`src/rtl/imc_pkg.sv`:
```
// Shared types and constants for the IMC Wishbone controller.
package imc_pkg;

  typedef enum logic [1:0] {
    S_IDLE    = 2'd0,
    S_ACC     = 2'd1,
    S_WAIT_RD = 2'd2,
    S_ACK     = 2'd3
  } state_t;

  // Register offsets within the register region
  localparam logic [7:0] OFF_CTRL        = 8'h00;
  localparam logic [7:0] OFF_STATUS      = 8'h04;
  localparam logic [7:0] OFF_RESULT_BASE = 8'h10;

  // CTRL / STATUS bit positions
  localparam int CTRL_START_BIT = 0;
  localparam int CTRL_VCLP_BIT  = 1;
  localparam int CTRL_MASK_LSB  = 8;
  localparam int STAT_BUSY_BIT  = 0;
  localparam int STAT_DONE_BIT  = 1;

  // Address bit that selects the register region over the array region
  localparam int REGION_BIT = 15;

  // RESULT slot index addressed by a register offset (negative below the base)
  function automatic int result_index(input logic [7:0] off);
    return int'(off[7:2]) - int'(OFF_RESULT_BASE[7:2]);
  endfunction

endpackage

```
`src/rtl/imc_cmp_seq.sv`:
```
// Compute sequencer: holds EN/EN_VCLP for CMP_CYCLES, then captures the
// masked banks' results in the following cycle and raises sticky DONE.
module imc_cmp_seq
  import imc_pkg::*;
#(
  parameter int DW         = 32,
  parameter int N_BANKS    = 4,
  parameter int CMP_CYCLES = 8
) (
  input  logic                  clk,
  input  logic                  reset_n,
  input  logic                  launch,
  input  logic                  vclp_en,
  input  logic [N_BANKS-1:0]    bank_mask,
  input  logic                  done_clr,
  input  logic [N_BANKS*DW-1:0] mac_rdata,
  output logic                  busy,
  output logic                  done,
  output logic                  mac_en,
  output logic                  mac_en_vclp,
  output logic [N_BANKS-1:0]    bank_sel,
  output logic [N_BANKS*DW-1:0] results
);

  logic [7:0] cnt;
  logic       cap;

  // Compute timing: launch (ignored while busy), EN countdown, capture cycle
  always_ff @(posedge clk or negedge reset_n) begin
    if (!reset_n) begin
      cnt         <= 8'd0;
      cap         <= 1'b0;
      busy        <= 1'b0;
      mac_en      <= 1'b0;
      mac_en_vclp <= 1'b0;
      bank_sel    <= '0;
    end else if (launch && !busy) begin
      busy        <= 1'b1;
      mac_en      <= 1'b1;
      mac_en_vclp <= vclp_en;
      bank_sel    <= bank_mask;
      cnt         <= 8'(CMP_CYCLES - 1);
      cap         <= 1'b0;
    end else if (mac_en) begin
      if (cnt == 8'd0) begin
        mac_en      <= 1'b0;
        mac_en_vclp <= 1'b0;
        cap         <= 1'b1;
      end else begin
        cnt <= cnt - 8'd1;
      end
    end else if (cap) begin
      cap      <= 1'b0;
      busy     <= 1'b0;
      bank_sel <= '0;
    end
  end

  // Sticky DONE: set at capture, W1C clear loses to a simultaneous set
  always_ff @(posedge clk or negedge reset_n) begin
    if (!reset_n) begin
      done <= 1'b0;
    end else if (cap) begin
      done <= 1'b1;
    end else if (done_clr) begin
      done <= 1'b0;
    end
  end

  // Per-bank result capture; unmasked banks keep their previous result
  always_ff @(posedge clk or negedge reset_n) begin
    if (!reset_n) begin
      results <= '0;
    end else begin
      for (int k = 0; k < N_BANKS; k++) begin
        if (cap && bank_sel[k]) begin
          results[k*DW +: DW] <= mac_rdata[k*DW +: DW];
        end
      end
    end
  end

endmodule

```
`src/rtl/imc_wb_ctrl.sv`:
```
// Wishbone slave front-end for the IMC macro banks: array access FSM,
// CTRL/STATUS/RESULT register file, and the compute sequencer instance.
module imc_wb_ctrl
  import imc_pkg::*;
#(
  parameter int          DW         = 32,
  parameter int          ROW_AW     = 4,
  parameter int          N_BANKS    = 4,
  parameter logic [31:0] BASE_ADDR  = 32'h3000_0000,
  parameter int          RD_LAT     = 1,
  parameter int          CMP_CYCLES = 8
) (
  input  logic                  clk,
  input  logic                  reset_n,
  input  logic                  wbs_cyc_i,
  input  logic                  wbs_stb_i,
  input  logic                  wbs_we_i,
  input  logic [3:0]            wbs_sel_i,
  input  logic [31:0]           wbs_adr_i,
  input  logic [DW-1:0]         wbs_dat_i,
  output logic [DW-1:0]         wbs_dat_o,
  output logic                  wbs_ack_o,
  output logic [N_BANKS-1:0]    mac_bank_sel,
  output logic [ROW_AW-1:0]     mac_addr,
  output logic [DW-1:0]         mac_wdata,
  output logic [3:0]            mac_wmask,
  output logic                  mac_we,
  output logic                  mac_re,
  output logic                  mac_en,
  output logic                  mac_en_vclp,
  input  logic [N_BANKS*DW-1:0] mac_rdata
);

  localparam int BW = (N_BANKS > 1) ? $clog2(N_BANKS) : 1;

  state_t                  state, state_nxt;
  logic                    hit, req, is_reg, acc_reg, acc_we;
  logic [7:0]              off;
  logic [BW-1:0]           bank_dec, acc_bank;
  logic [N_BANKS-1:0]      acc_sel, seq_sel;
  logic [1:0]              rd_cnt;
  logic                    ctrl_vclp, vclp_eff;
  logic [7:0]              ctrl_mask, mask_eff;
  logic                    reg_wr, ctrl_wr, start, done_clr;
  logic                    busy, done;
  logic [N_BANKS*DW-1:0]   results;
  logic [DW-1:0]           reg_rdata, rd_val;
  int                      ridx;
  logic                    unused_adr;

  assign hit        = (wbs_adr_i[31:16] == BASE_ADDR[31:16]);
  assign is_reg     = wbs_adr_i[REGION_BIT];
  assign off        = wbs_adr_i[7:0];
  assign req        = wbs_cyc_i & wbs_stb_i & hit;
  assign bank_dec   = (N_BANKS > 1) ? wbs_adr_i[2+ROW_AW +: BW] : '0;
  assign unused_adr = ^wbs_adr_i[14:8];
  // Array and compute never own the banks at the same time, so OR is safe
  assign mac_bank_sel = acc_sel | seq_sel;

  // Next-state: array accesses stall while computing, register accesses never do
  always_comb begin
    state_nxt = state;
    reg_wr    = 1'b0;
    case (state)
      S_IDLE: begin
        if (req && (is_reg || !busy)) state_nxt = S_ACC;
        else                          state_nxt = S_IDLE;
      end
      S_ACC: begin
        if (!wbs_cyc_i) begin
          state_nxt = S_IDLE;
        end else if (!acc_reg && !acc_we) begin
          state_nxt = S_WAIT_RD;
        end else begin
          state_nxt = S_ACK;
          reg_wr    = acc_reg & acc_we;
        end
      end
      S_WAIT_RD: begin
        if (!wbs_cyc_i)                    state_nxt = S_IDLE;
        else if (rd_cnt == 2'(RD_LAT - 1)) state_nxt = S_ACK;
        else                               state_nxt = S_WAIT_RD;
      end
      S_ACK:   state_nxt = S_IDLE;
      default: state_nxt = S_IDLE;
    endcase
  end

  // Register write decode; a launching write uses its own VCLP/mask bytes
  always_comb begin
    ctrl_wr  = 1'b0;
    start    = 1'b0;
    done_clr = 1'b0;
    if (reg_wr) begin
      ctrl_wr  = (off == OFF_CTRL);
      start    = ctrl_wr & wbs_sel_i[0] & wbs_dat_i[CTRL_START_BIT];
      done_clr = (off == OFF_STATUS) & wbs_sel_i[0] & wbs_dat_i[STAT_DONE_BIT];
    end else begin
      ctrl_wr  = 1'b0;
    end
    if (ctrl_wr && wbs_sel_i[0]) vclp_eff = wbs_dat_i[CTRL_VCLP_BIT];
    else                         vclp_eff = ctrl_vclp;
    if (ctrl_wr && wbs_sel_i[1]) mask_eff = wbs_dat_i[CTRL_MASK_LSB +: 8];
    else                         mask_eff = ctrl_mask;
  end

  // Read data source: register mux in ACC, selected bank slice in WAIT_RD
  always_comb begin
    reg_rdata = '0;
    ridx      = result_index(off);
    if (acc_we) begin
      reg_rdata = '0;
    end else if (off == OFF_CTRL) begin
      reg_rdata = DW'({16'd0, ctrl_mask, 6'd0, ctrl_vclp, 1'b0});
    end else if (off == OFF_STATUS) begin
      reg_rdata = DW'({30'd0, done, busy});
    end else if (ridx >= 0 && ridx < N_BANKS && off[1:0] == 2'b00) begin
      reg_rdata = results[ridx*DW +: DW];
    end else begin
      reg_rdata = '0;
    end
    if (state == S_WAIT_RD) rd_val = mac_rdata[int'(acc_bank)*DW +: DW];
    else                    rd_val = reg_rdata;
  end

  // Bus-side state, ack/read-data pulse and macro access strobes
  always_ff @(posedge clk or negedge reset_n) begin
    if (!reset_n) begin
      state     <= S_IDLE;
      wbs_ack_o <= 1'b0;
      wbs_dat_o <= '0;
      acc_reg   <= 1'b0;
      acc_we    <= 1'b0;
      acc_bank  <= '0;
      acc_sel   <= '0;
      rd_cnt    <= 2'd0;
      mac_we    <= 1'b0;
      mac_re    <= 1'b0;
      mac_addr  <= '0;
      mac_wdata <= '0;
      mac_wmask <= 4'd0;
    end else begin
      state     <= state_nxt;
      wbs_ack_o <= (state_nxt == S_ACK);
      wbs_dat_o <= (state_nxt == S_ACK) ? rd_val : '0;
      rd_cnt    <= (state == S_WAIT_RD && state_nxt == S_WAIT_RD) ? rd_cnt + 2'd1 : 2'd0;
      mac_we    <= 1'b0;
      mac_re    <= 1'b0;
      mac_wmask <= 4'd0;
      if (state == S_IDLE && state_nxt == S_ACC) begin
        acc_reg <= is_reg;
        acc_we  <= wbs_we_i;
        if (!is_reg) begin
          mac_we    <= wbs_we_i;
          mac_re    <= !wbs_we_i;
          mac_addr  <= wbs_adr_i[2 +: ROW_AW];
          mac_wdata <= wbs_dat_i;
          mac_wmask <= wbs_we_i ? wbs_sel_i : 4'd0;
          acc_bank  <= bank_dec;
          acc_sel   <= N_BANKS'(1) << bank_dec;
        end
      end else if (state_nxt == S_ACK || state_nxt == S_IDLE) begin
        acc_sel <= '0;
      end
    end
  end

  // CTRL register: byte-lane writes of VCLP_EN and BANK_MASK
  always_ff @(posedge clk or negedge reset_n) begin
    if (!reset_n) begin
      ctrl_vclp <= 1'b0;
      ctrl_mask <= 8'd0;
    end else if (ctrl_wr) begin
      if (wbs_sel_i[0]) ctrl_vclp <= wbs_dat_i[CTRL_VCLP_BIT];
      if (wbs_sel_i[1]) ctrl_mask <= wbs_dat_i[CTRL_MASK_LSB +: 8];
    end
  end

  imc_cmp_seq #(
    .DW         (DW),
    .N_BANKS    (N_BANKS),
    .CMP_CYCLES (CMP_CYCLES)
  ) u_seq (
    .clk         (clk),
    .reset_n     (reset_n),
    .launch      (start),
    .vclp_en     (vclp_eff),
    .bank_mask   (mask_eff[N_BANKS-1:0]),
    .done_clr    (done_clr),
    .mac_rdata   (mac_rdata),
    .busy        (busy),
    .done        (done),
    .mac_en      (mac_en),
    .mac_en_vclp (mac_en_vclp),
    .bank_sel    (seq_sel),
    .results     (results)
  );

endmodule

```
`config.mk`:
```
export PLATFORM = sky130hd
export DESIGN_NAME = imc_wb_ctrl
export DESIGN_NICKNAME = d
export VERILOG_FILES = /design/src/rtl/imc_pkg.sv /design/src/rtl/imc_cmp_seq.sv /design/src/rtl/imc_wb_ctrl.sv
export SDC_FILE = /design/constraint.sdc
export NUM_CORES = 1
export LEC_CHECK = 0
export ABC_AREA = 1
export BUFFER_PORTS_ARGS = -buffer_cell sky130_fd_sc_hd__buf_2
export CAP_MARGIN = 5
export CORE_MARGIN = 10
export CORE_UTILIZATION = 45
export CTS_CLUSTER_SIZE = 40
export DETAILED_ROUTE_END_ITERATION = 16
export HOLD_SLACK_MARGIN = 0.1
export PLACE_DENSITY = 0.71
export SYNTH_ARGS = -nofsm -noshare
export SYNTH_HDL_FRONTEND = slang
export SYNTH_SLANG_ARGS = --single-unit
export TNS_END_PERCENT = 50
```
`constraint.sdc`:
```
create_clock -name clk -period 2.59 [get_ports clk]
set_input_delay 0.518 -clock clk [delete_from_list [all_inputs] [get_ports clk]]
set_output_delay 0.518 -clock clk [all_outputs]
set_load 0.05 [all_outputs]
```
==> results.md <==
- Final worst path period share: 87.7%
- Power density over the cells: 588 nW/µm²
- Area grow syn2layout: 23.9%
- Total global routing track utilization: 21.4%
- Initial core utilization: between 40% and 50%
- Crit. End Element: flop
- Final-report setup violation count: 0
- Fmax: around 440 MHz
- List of cells traversed by the critical path: or2_1 > a211oi_1 > nand4_1 > nand2_1 > ha_1 > inv_1 > nor2_2 > nand2_2 > clkinv_1 > nand2_1 > o21ai_0
- Via count of the first global-routing pass: approximately 11000
- Synthesized area: 11700 µm²
- Max-cap violations: 0
- TritonCTS clock tree: yes
- Worst path required time: around 3.0 ns
- Shortest clock period the worst path allows after layout: 2.27 ns
- Fraction of the core area covered by cells at the end of the flow: 57.1%
- Proportion of synthesized chip area in sequential cells: between 50% and 60%
- Top flop regs: u_seq.results (128), mac_wdata (32), wbs_dat_o (32)
- Synthesis-stage register bit count: 241
- Library cell appearing most often on the critical path: nand2_1
- Share of layout cells above drive strength 1: 29.6%
- Cell class contributing the biggest share of worst-path delay: simple AND/OR/NAND/NOR gates
- Average size of a mapped cell: 8.70 µm²
- Area share of the leading cell type in the synthesized netlist: 51.7%
- Worst min path class: in -> reg
- Post-detailed-route wirelength per cell: roughly 19 µm
- Final estimated routing congestion in global placement: ~0.86
- Wire length of the first global-routing pass: 57100 µm
- IO buf count: roughly 270
- Leading area contributor after synthesis: dfrtp_1
- Core area: 25300 µm²
- Commonest cells after routing, fill and taps aside: 336 x nand2_1, 273 x buf_2, 239 x dfrtp_1
- Via/cell ratio: 5.30
- Violation count after the first detailed-routing iteration: 904
- Outcome: complete, no violations
- GRT overflow: 0
- Number of library cell types mapped by synthesis: 39
- Startpoint of the most critical register-to-register path: state[0]
- Number of cells on the worst hold path: 3
- Final antenna-violating net count: 0
- Number of hold-slack violations in the final timing report: 0
- Crit Reg-Reg Endpoint: acc_sel[1]
- Clk sink count: 241
- Clock-pin transition on the worst setup and hold timing paths: 0.06 ns
- Worst min-delay path startpoint: wbs_dat_i[22]
- Most common cell after layout, fill and taps aside: nand2_1
- IR drop worst, VDD: 474 µV
- Largest buffer count on any clock path: 3
- RSZ-0062 raised after global routing: false
- Path depth of the worst reg2reg path: 11
- Site Rows: 58
- Highest cell delay on the worst timing path: 0.42 ns
- DRC violation count after routing: 0
- Root buffer selected by CTS: clkbuf_16
- Slowest stage cell on the critical path: dfrtp_1
- Area of the die: 32800 µm²
- Drt total wl: 36400 µm
- Synth warn: 0
- Type of origin of the critical path: flop
- CP Data Arrival Time: 2.73 ns
- Top reg by flops: u_seq.results
- P_leak: between 0.007 and 0.008 µW
- Cells taking the most area after synthesis: dfrtp_1 52%, nand2_1 11%, mux2_2 7.3%, o21ai_0 6.3%, a21oi_1 3.4%
- Number of optimization iterations in the first detailed-route pass: 5
- Hold Worst Slack: 0.172 ns
- Die Y-Extent: 181 µm
- Die Span X: 181 µm
- R2R Setup Slk: 0.32 ns
- Critical setup path kind: reg -> reg
- Initial antenna violation count: 8
- Pin count of the biggest net entering global routing: 58
- Half-perimeter wire length of the detailed placement result: between 20000 and 30000 µm
- Count of buffer and inverter cells on the critical path: 2
- Total number of nets in the final design: 1814
- Number of instances in the synthesized netlist: roughly 1300
- Number of nets in the synthesized netlist: 1551
- Clock insertion delay at the later pin of the skew report: 0.54 ns
- Worst Tran Pin Value: just over 0.9 ns
- Top Ports: 282
- Via count of the routed design: 10400
- Endpoint of the worst hold path: mac_wdata[22]
- Flip-flop count of the largest register, all copies and words added: 128
- Highest net fanout along the worst path: 8
- TritonCTS Buffers: 27
- Accumulated negative setup slack: 0 ns
- Max transition margin: between 30% and 40%
- Post-route clock skew: ~0.011 ns
- H-tree lvl count: 1
- Max Transition Viols Final: 0
final cells by class:
cell class | count | area [µm²]
Antenna cell | 2 | 5.00
Clock buffer | 43 | 836
Clock inverter | 7 | 114
Fill cell | 2273 | 10900
Inverter | 111 | 422
Multi-Input combinational cell | 916 | 4890
Sequential cell | 241 | 6030
Tap cell | 330 | 413
Timing Repair Buffer | 308 | 1750
cells in the mapped netlist (all sizes together):
master,number
nand2,353
dfrtp,241
o21ai,159
nor2,113
inv,109
a21oi,90
mux2,76
o211ai,46
clkbuf,44
nand3,35
buf,30
nand4,12
ha,8
or2,5
xor2,4
nor3,3
nor4,3
o21bai,3
clkinv,2
nor3b,2
a211oi,1
a31oi,1
a32o,1
o21a,1
worst max-delay path by stage:
stage	slack (ns)	to	start	cells past startpoint
after floorplan	0.50	mac_addr[0]	state[0]	12
after detailed placement	0.17	acc_sel[3]	wbs_cyc_i	12
final	0.32	acc_sel[1]	state[0]	11
after global routing	0.03	acc_sel[3]	state[0]	11
after CTS	0.26	acc_sel[3]	state[0]	11
after global placement	0.20	acc_sel[2]	wbs_cyc_i	14
metrics by stage:
stage                     power, µW  instance area (µm²)  instances  setup slack, ns
final                          8500                14500       1958            0.317
after global placement         4530                13500       1905            0.198
after global routing           8790                14500       1956           0.0291
after detailed placement       4540                13500       1905            0.170
after CTS                      8580                14500       1956            0.261
after floorplan                4180                11700       1342            0.496
power breakdown:
group	internal (µW)	total (µW)	switching, µW
Combinational	245	606	361
Clock	2500	4030	1530
Sequential	3840	3870	31.3
Total	6580	8500	1920
routing by layer:
| layer | up-vias | track usage, % | wire length (µm) |
|---|---|---|---|
| met2 | 427 | 36.2 | 17500 |
| met3 | 65 | 6.73 | 3470 |
| met4 | 12 | 4.82 | 705 |
| met1 | 4954 | 26.2 | 14700 |
| met5 | - | 0 | 81 |
| li1 | 4929 | - | - |
tightest hold or removal path, stage by stage:
cell and delay (ns):
buf_2 0.07, nand2_1 0.04, nand2_1 0.04
timing repair:
action,CTS,global route
gates resized for setup,0,0
hold buffers,1,0
endpoints found under the hold margin,52,0
setup buffers,0,0
endpoints found under the setup margin,0,0
cells by family (layout without fill, tap and decap cells):
kind of cell             count (synthesis)  after routing  synth area share, %
AO/OA/AOI/OAI                          302            302                 14.5
XOR/XNOR                                 4              4                0.300
adder cells (fa/ha/maj)                  8              8                0.858
buffers and inverters                  185            469                 6.55
flip-flops                             241            241                 51.7
multiplexers                            76             76                 7.33
other                                    0              2                    0
AND/OR/NAND/NOR                        526            526                 18.8
(Power assumes the default switching activity.)
